$ cat src/rtl/panel_fb_ctrl_if.sv
// Producer-to-controller pixel write channel: one beat per valid&ready,
// carrying {bank, pixel address}, pixel data and an end-of-frame flag.
interface panel_fb_ctrl_if #(
    parameter int ADDR_W = 11,
    parameter int DATA_W = 16
);
    logic              valid;
    logic              ready;
    logic [ADDR_W:0]   addr;
    logic [DATA_W-1:0] data;
    logic              last;

    modport master (output valid, addr, data, last, input ready);
    modport slave  (input valid, addr, data, last, output ready);
endinterface

$ cat src/rtl/panel_fb_ctrl.sv
// Ping-pong framebuffer page owner: producer writes and fills go to the back
// page, the scan side reads the front page, and pages swap only on frame sync.
module panel_fb_ctrl #(
    parameter int ADDR_W = 11,
    parameter int DATA_W = 16
) (
    input  logic              i_clk,
    input  logic              i_rst,
    panel_fb_ctrl_if.slave    wr,
    input  logic              i_fill_req,
    input  logic [DATA_W-1:0] i_fill_color,
    input  logic              i_frame_sync,
    input  logic [ADDR_W-1:0] i_rd_addr,
    output logic [ADDR_W:0]   o_mem_rd_addr,
    output logic              o_mem_wr_en,
    output logic              o_mem_wr_bank,
    output logic [ADDR_W:0]   o_mem_wr_addr,
    output logic [DATA_W-1:0] o_mem_wr_data,
    output logic              o_front_page,
    output logic              o_swap_done,
    output logic              o_fill_done,
    output logic [7:0]        o_frame_count
);
    typedef enum logic [1:0] {S_IDLE, S_FILL, S_SWAP_WAIT} state_t;

    localparam logic [ADDR_W+1:0] CNT_ONE = {{(ADDR_W+1){1'b0}}, 1'b1};

    state_t            state, state_nx;
    // Top bit is a terminal flag: set once every pixel of both banks is written.
    logic [ADDR_W+1:0] fill_cnt;
    logic [DATA_W-1:0] fill_color;
    logic              accept, fill_wr, fill_end, swap_now, fill_start;

    assign accept   = wr.valid & wr.ready;
    assign fill_wr  = (state == S_FILL) & ~fill_cnt[ADDR_W+1];
    assign fill_end = (state == S_FILL) &  fill_cnt[ADDR_W+1];
    assign swap_now = (state == S_SWAP_WAIT) & i_frame_sync;

    assign o_mem_rd_addr = {o_front_page, i_rd_addr};

    always_comb begin
        state_nx   = state;
        fill_start = 1'b0;
        case (state)
            S_IDLE: begin
                // A beat beats a fill request; the requester keeps holding it.
                if (accept && wr.last) begin
                    state_nx = S_SWAP_WAIT;
                end else if (i_fill_req && !wr.valid) begin
                    state_nx   = S_FILL;
                    fill_start = 1'b1;
                end
            end
            S_FILL:      if (fill_end) state_nx = S_IDLE;
            S_SWAP_WAIT: if (i_frame_sync) state_nx = S_IDLE;
            default:     state_nx = S_IDLE;
        endcase
    end

    always_ff @(posedge i_clk or posedge i_rst) begin
        if (i_rst) begin
            state         <= S_IDLE;
            wr.ready      <= 1'b0;
            fill_cnt      <= '0;
            fill_color    <= '0;
            o_mem_wr_en   <= 1'b0;
            o_mem_wr_bank <= 1'b0;
            o_mem_wr_addr <= '0;
            o_mem_wr_data <= '0;
            o_front_page  <= 1'b0;
            o_swap_done   <= 1'b0;
            o_fill_done   <= 1'b0;
            o_frame_count <= '0;
        end else begin
            state       <= state_nx;
            wr.ready    <= (state_nx == S_IDLE);
            o_mem_wr_en <= accept | fill_wr;
            o_swap_done <= swap_now;
            o_fill_done <= fill_end;

            if (accept) begin
                o_mem_wr_bank <= wr.addr[ADDR_W];
                o_mem_wr_addr <= {~o_front_page, wr.addr[ADDR_W-1:0]};
                o_mem_wr_data <= wr.data;
            end else if (fill_wr) begin
                o_mem_wr_bank <= fill_cnt[ADDR_W];
                o_mem_wr_addr <= {~o_front_page, fill_cnt[ADDR_W-1:0]};
                o_mem_wr_data <= fill_color;
            end

            if (fill_start) begin
                fill_cnt   <= '0;
                fill_color <= i_fill_color;
            end else if (fill_wr) begin
                fill_cnt <= fill_cnt + CNT_ONE;
            end

            if (swap_now) begin
                o_front_page  <= ~o_front_page;
                o_frame_count <= o_frame_count + 8'd1;
            end
        end
    end
endmodule

$ cat src/flat_wrapper.sv
// flat-port wrapper written by rule: the top's interface ports become plain ports
module panel_fb_ctrl_flat 
#(
    parameter int ADDR_W = 11,
    parameter int DATA_W = 16
)
  (i_clk, i_rst, i_fill_req, i_fill_color, i_frame_sync, i_rd_addr, o_mem_rd_addr, o_mem_wr_en, o_mem_wr_bank, o_mem_wr_addr, o_mem_wr_data, o_front_page, o_swap_done, o_fill_done, o_frame_count, wr_valid, wr_addr, wr_data, wr_last, wr_ready);
  panel_fb_ctrl_if #(.ADDR_W(ADDR_W), .DATA_W(DATA_W)) wr_i ();
  input  logic i_clk;
  input  logic i_rst;
  input  logic i_fill_req;
  input  logic [DATA_W-1:0] i_fill_color;
  input  logic i_frame_sync;
  input  logic [ADDR_W-1:0] i_rd_addr;
  output logic [ADDR_W:0] o_mem_rd_addr;
  output logic o_mem_wr_en;
  output logic o_mem_wr_bank;
  output logic [ADDR_W:0] o_mem_wr_addr;
  output logic [DATA_W-1:0] o_mem_wr_data;
  output logic o_front_page;
  output logic o_swap_done;
  output logic o_fill_done;
  output logic [7:0] o_frame_count;
  input wire logic [$bits(wr_i.valid)-1:0] wr_valid;
  input wire logic [$bits(wr_i.addr)-1:0] wr_addr;
  input wire logic [$bits(wr_i.data)-1:0] wr_data;
  input wire logic [$bits(wr_i.last)-1:0] wr_last;
  output wire logic [$bits(wr_i.ready)-1:0] wr_ready;
  assign wr_i.valid = wr_valid;
  assign wr_i.addr = wr_addr;
  assign wr_i.data = wr_data;
  assign wr_i.last = wr_last;
  assign wr_ready = wr_i.ready;
  panel_fb_ctrl #(.ADDR_W(ADDR_W), .DATA_W(DATA_W)) u_core (.i_clk(i_clk), .i_rst(i_rst), .wr(wr_i), .i_fill_req(i_fill_req), .i_fill_color(i_fill_color), .i_frame_sync(i_frame_sync), .i_rd_addr(i_rd_addr), .o_mem_rd_addr(o_mem_rd_addr), .o_mem_wr_en(o_mem_wr_en), .o_mem_wr_bank(o_mem_wr_bank), .o_mem_wr_addr(o_mem_wr_addr), .o_mem_wr_data(o_mem_wr_data), .o_front_page(o_front_page), .o_swap_done(o_swap_done), .o_fill_done(o_fill_done), .o_frame_count(o_frame_count));
endmodule
$ cat config.mk
export PLATFORM = sky130hd
export DESIGN_NAME = panel_fb_ctrl_flat
export DESIGN_NICKNAME = d
export VERILOG_FILES = /design/src/rtl/panel_fb_ctrl_if.sv /design/src/rtl/panel_fb_ctrl.sv /design/src/flat_wrapper.sv
export SDC_FILE = /design/constraint.sdc
export NUM_CORES = 1
export LEC_CHECK = 0
export ABC_AREA = 0
export CELL_PAD_IN_SITES_DETAIL_PLACEMENT = 0
export CELL_PAD_IN_SITES_GLOBAL_PLACEMENT = 2
export CORE_UTILIZATION = 39
export CTS_CLUSTER_DIAMETER = 100
export CTS_CLUSTER_SIZE = 40
export DETAILED_ROUTE_END_ITERATION = 8
export DONT_BUFFER_PORTS = 1
export PLACE_DENSITY = 0.92
export SYNTH_ARGS = -nofsm -noshare
export SYNTH_HDL_FRONTEND = slang
export SYNTH_SLANG_ARGS = --single-unit
$ cat constraint.sdc
create_clock -name i_clk -period 5.3 [get_ports i_clk]
set_input_delay 0 -clock i_clk [delete_from_list [all_inputs] [get_ports i_clk]]
set_output_delay 0 -clock i_clk [all_outputs]
set_load 0.02 [all_outputs]
==> impl_metrics.csv <==
group,metric,value,unit
timing,finalMaxSlewViolations,0,
min_path,whs_path_depth,0,
worst_setup_path,cp.depth,4,
timing,fmax,424,MHz
worst_setup_path,cp_common_cell,"nand2_1",
worst_setup_path,crit_path_start_kind,"flip-flop",
timing,timing.final.crit_share,44.5,%
cts,path_clk_slew,0.08,ns
detailed_routing,dr_total_vias,2613,
worst_setup_path,cp_slowest_cell,"nor4b_2",
worst_setup_path,path_buf_inv,1,
cts,htree_levels,3,
timing,final_hold_viol_count,0,
cts,root_buffer,"clkbuf_8",
power,switching_share,30.9,%
detailed_routing,wl_per_cell,14.5,microns
yosys,netlist_area,3280,sq um
worst_setup_path,crit_start,"u_core.state[1]",
global_routing,grt.total_usage,17.5,%
finish,diodes,0,
flow_run,drv_cap,0,
detailed_routing,drc,0,
worst_setup_path,crit_type,"flip-flop to flip-flop",
finish,drive_above_1_share,4.95,%
finish,area_growth,22.2,%
timing,setup-tns-final,0,ns
worst_setup_path,cp_top_family,"simple AND/OR/NAND/NOR gates",
power,pwr-share-comb,12.3,%
yosys,syn-num-nets,420,
worst_setup_path,worstPathRequired,5.58,ns
power,seqPwrFrac,58.6,%
yosys,avgSynthCellArea,9.19,sq um
detailed_routing,ant_nets,0,
die,die_h,93.7,microns
cts,clockBufferDepth,2,
timing,worst_pin_slew,1.16,ns
power,power_density,314,nW/um^2
timing,rsz0062_at_grt,"false",
detailed_routing,first_pass_iters,4,
placement,post-place-cells,433,
yosys,synth_cell_types,36,
outcome,status,"completed",
detailed_routing,drtIter0Drc,115,
die,die_area,8780,sq um
die,num_rows,33,
worst_setup_path,crit_arrival,2.64,ns
global_routing,grt_overflow,0,
detailed_routing,wirelength,7.38,mm
worst_setup_path,worst-path-max-fanout,12,
timing,fin_crit,2.36,ns
timing,slew_headroom,22.8,%
yosys,ys_warn_count,0,
min_path,hp-start,"i_rd_addr[1]",
placement,io_buffer_count,0,
yosys,synth_adder_area_share,0.763,%
cts,cts_num_sinks,73,
yosys,ys_ff_latch,73,
worst_setup_path,timing.rr.start,"u_core.state[1]",
global_routing,grt_pass1_wl,11.8,mm
yosys,yosys-mux-area-fraction,2.14,%
power,total_power,1.26,mW
worst_setup_path,end_kind,"flip-flop",
power,irDropWorstVdd,0.000184,V
detailed_routing,viasPerCell,5.13,
finish,nets,462,
placement,gp_congestion,0.735,
global_routing,antenna_found_initial,0,
cts,clock_latency,0.34,ns
die,initial_utilization,40.1,%
timing,setup_viol,0,
global_routing,grt_max_degree,74,
die,core-area,8180,sq um
power,pwr-share-clk,29.1,%
finish,fin_cells,509,
yosys,synth_seq_area_share,55.7,%
cts,numCtsBuffers,9,
yosys,synth_top_family_by_area,"simple AND/OR/NAND/NOR gates",
yosys,synth_compound_gate_area_share,6.71,%
yosys,synth_xor_area_share,2.67,%
yosys,synthCells,357,
global_routing,grt_pass1_vias,2557,
yosys,synthSimpleGateAreaFrac,25.4,%
cts,cts_tree,"done",
placement,dpl.hpwl,4.47,mm
cts,cts-resized-gates,0,
min_path,worstHoldPathType,"input port to output port",
worst_setup_path,critical_path.max_stage_delay,1.00,ns
worst_setup_path,reg2regPathDepth,4,
timing,final.setup_skew,0.0113,ns
power,total_leakage_power,1.80,nW
die,ioPinCount,115,
worst_setup_path,cp_cell_sequence,"nor4b_2 -> nand2_1 -> dlygate4sd3_1 -> nand2_1",
die,die_width,93.7,microns
power,p_int,0.870,mW
power,switching_power,0.389,mW
[power by group through the flow]
stage | logic, mW | registers (mW) | clock network [mW]
final | 0.155 | 0.738 | 0.366
after global routing | 0.178 | 0.749 | 0.400
after CTS | 0.156 | 0.738 | 0.377
after detailed placement | 0.127 | 0.749 | 0
after global placement | 0.123 | 0.748 | 0
after floorplan | 0.117 | 0.730 | 0
[registers in the layout (all words and copies together), names as in the netlist, 2 cells and up]
| register | count |
|---|---|
| u_core.fill_cnt | 13 |
| u_core.o_mem_wr_addr | 12 |
| u_core.o_frame_count | 8 |
| u_core.o_mem_wr_data | 16 |
| u_core.fill_color | 16 |
| u_core.state | 2 |
[synth_stat cells (all sizes together)]
cell	n	area share [%]
a21oi	5	0.76
a31oi	28	5.3
and2	1	0.19
and3b	1	0.27
buf	21	4.7
clkbuf	11	1.3
dfrtp	73	56
ha	2	0.76
inv	6	0.69
mux2i	7	2.1
nand2	123	14
nand2b	3	0.57
nand3	5	0.76
nand3b	1	0.23
nand4	5	0.95
nand4b	2	0.53
nand4bb	1	0.34
nor2	32	3.7
nor3	4	0.61
nor3b	1	0.38
nor4	6	1.1
nor4b	1	0.27
nor4bb	1	0.31
o21a	1	0.23
o21ai	1	0.15
o31ai	1	0.23
or3	1	0.19
or3b	1	0.27
or4	1	0.23
or4b	1	0.31
xnor2	8	2.1
xor2	2	0.53
[per-layer routing]
layer  part of all wire [%]  up-vias  global-route usage [%]  routed length (microns)
met4                    1.6        0                    7.56                      119
met5                      0        -                       0                        0
met2                     45       96                    26.8                     3360
li1                       -     1251                       -                        -
met3                    7.3       12                    6.23                      539
met1                     46     1254                    22.2                     3360
[final cells by class]
type	count	area, sq um
tap	105	131
inverter	6	22.5
clock buffer	13	139
multi-input combinational	246	1250
timing repair buffer	63	623
clock inverter	3	17.5
fill	767	4170
sequential	73	1830
[layout by cell type, fill, tap and decap left out, types with 2 or more instances in the layout]
cell,n
ha_1,2
xnor2_1,8
nand4b_1,2
xor2_1,2
nand2b_1,3
nor2_1,32
clkbuf_1,4
nor3_1,4
nand4_1,5
inv_1,5
clkinv_2,2
a21oi_1,5
clkbuf_8,9
dfrtp_1,73
nor4_1,6
a31oi_1,28
nand2_2,2
nand2_1,121
dlygate4sd3_1,60
mux2i_1,7
nand3_1,5
buf_4,3
[cells by family (layout without fill, tap and decap cells)]
| family | Yosys count | after routing |
|---|---|---|
| and+or+nand+nor | 191 | 191 |
| DFF | 73 | 73 |
| buffers and inverters | 38 | 85 |
| AOI/OAI and AO/OA | 36 | 36 |
| xor gates and xnor gates | 10 | 10 |
| muxes | 7 | 7 |
| adders and majority gates | 2 | 2 |
[worst paths after layout]
path                                             to  slack (ns)
setup / recovery              u_core.fill_color[14]        2.94
hold / removal                     o_mem_rd_addr[1]    0.000008
setup reg to reg              u_core.fill_color[14]        2.94
hold reg to reg               u_core.fill_color[15]        0.48
max in group asynchronous  u_core.o_mem_wr_data[15]        4.31
min in group asynchronous  u_core.o_mem_wr_addr[11]        0.38
[per-stage QoR]
step                      setup slack (ns)  util [%]  area [sq um]  hold WS [ns]
final                                 2.94      49.1          4010    0.00000776
after global routing                  2.77      49.1          4010     0.0000327
after CTS                             2.97      49.1          4010      0.000137
after detailed placement              3.28      39.8          3250      0.000137
after global placement                3.32      39.8          3250      0.000137
after floorplan                       3.45         -          3280         0.105
[what timing repair did]
action,CTS,global route
buffers inserted,0,0
hold buffers,60,0
endpoints found under the hold margin,122,0
Power figures use the tool's default switching activity.
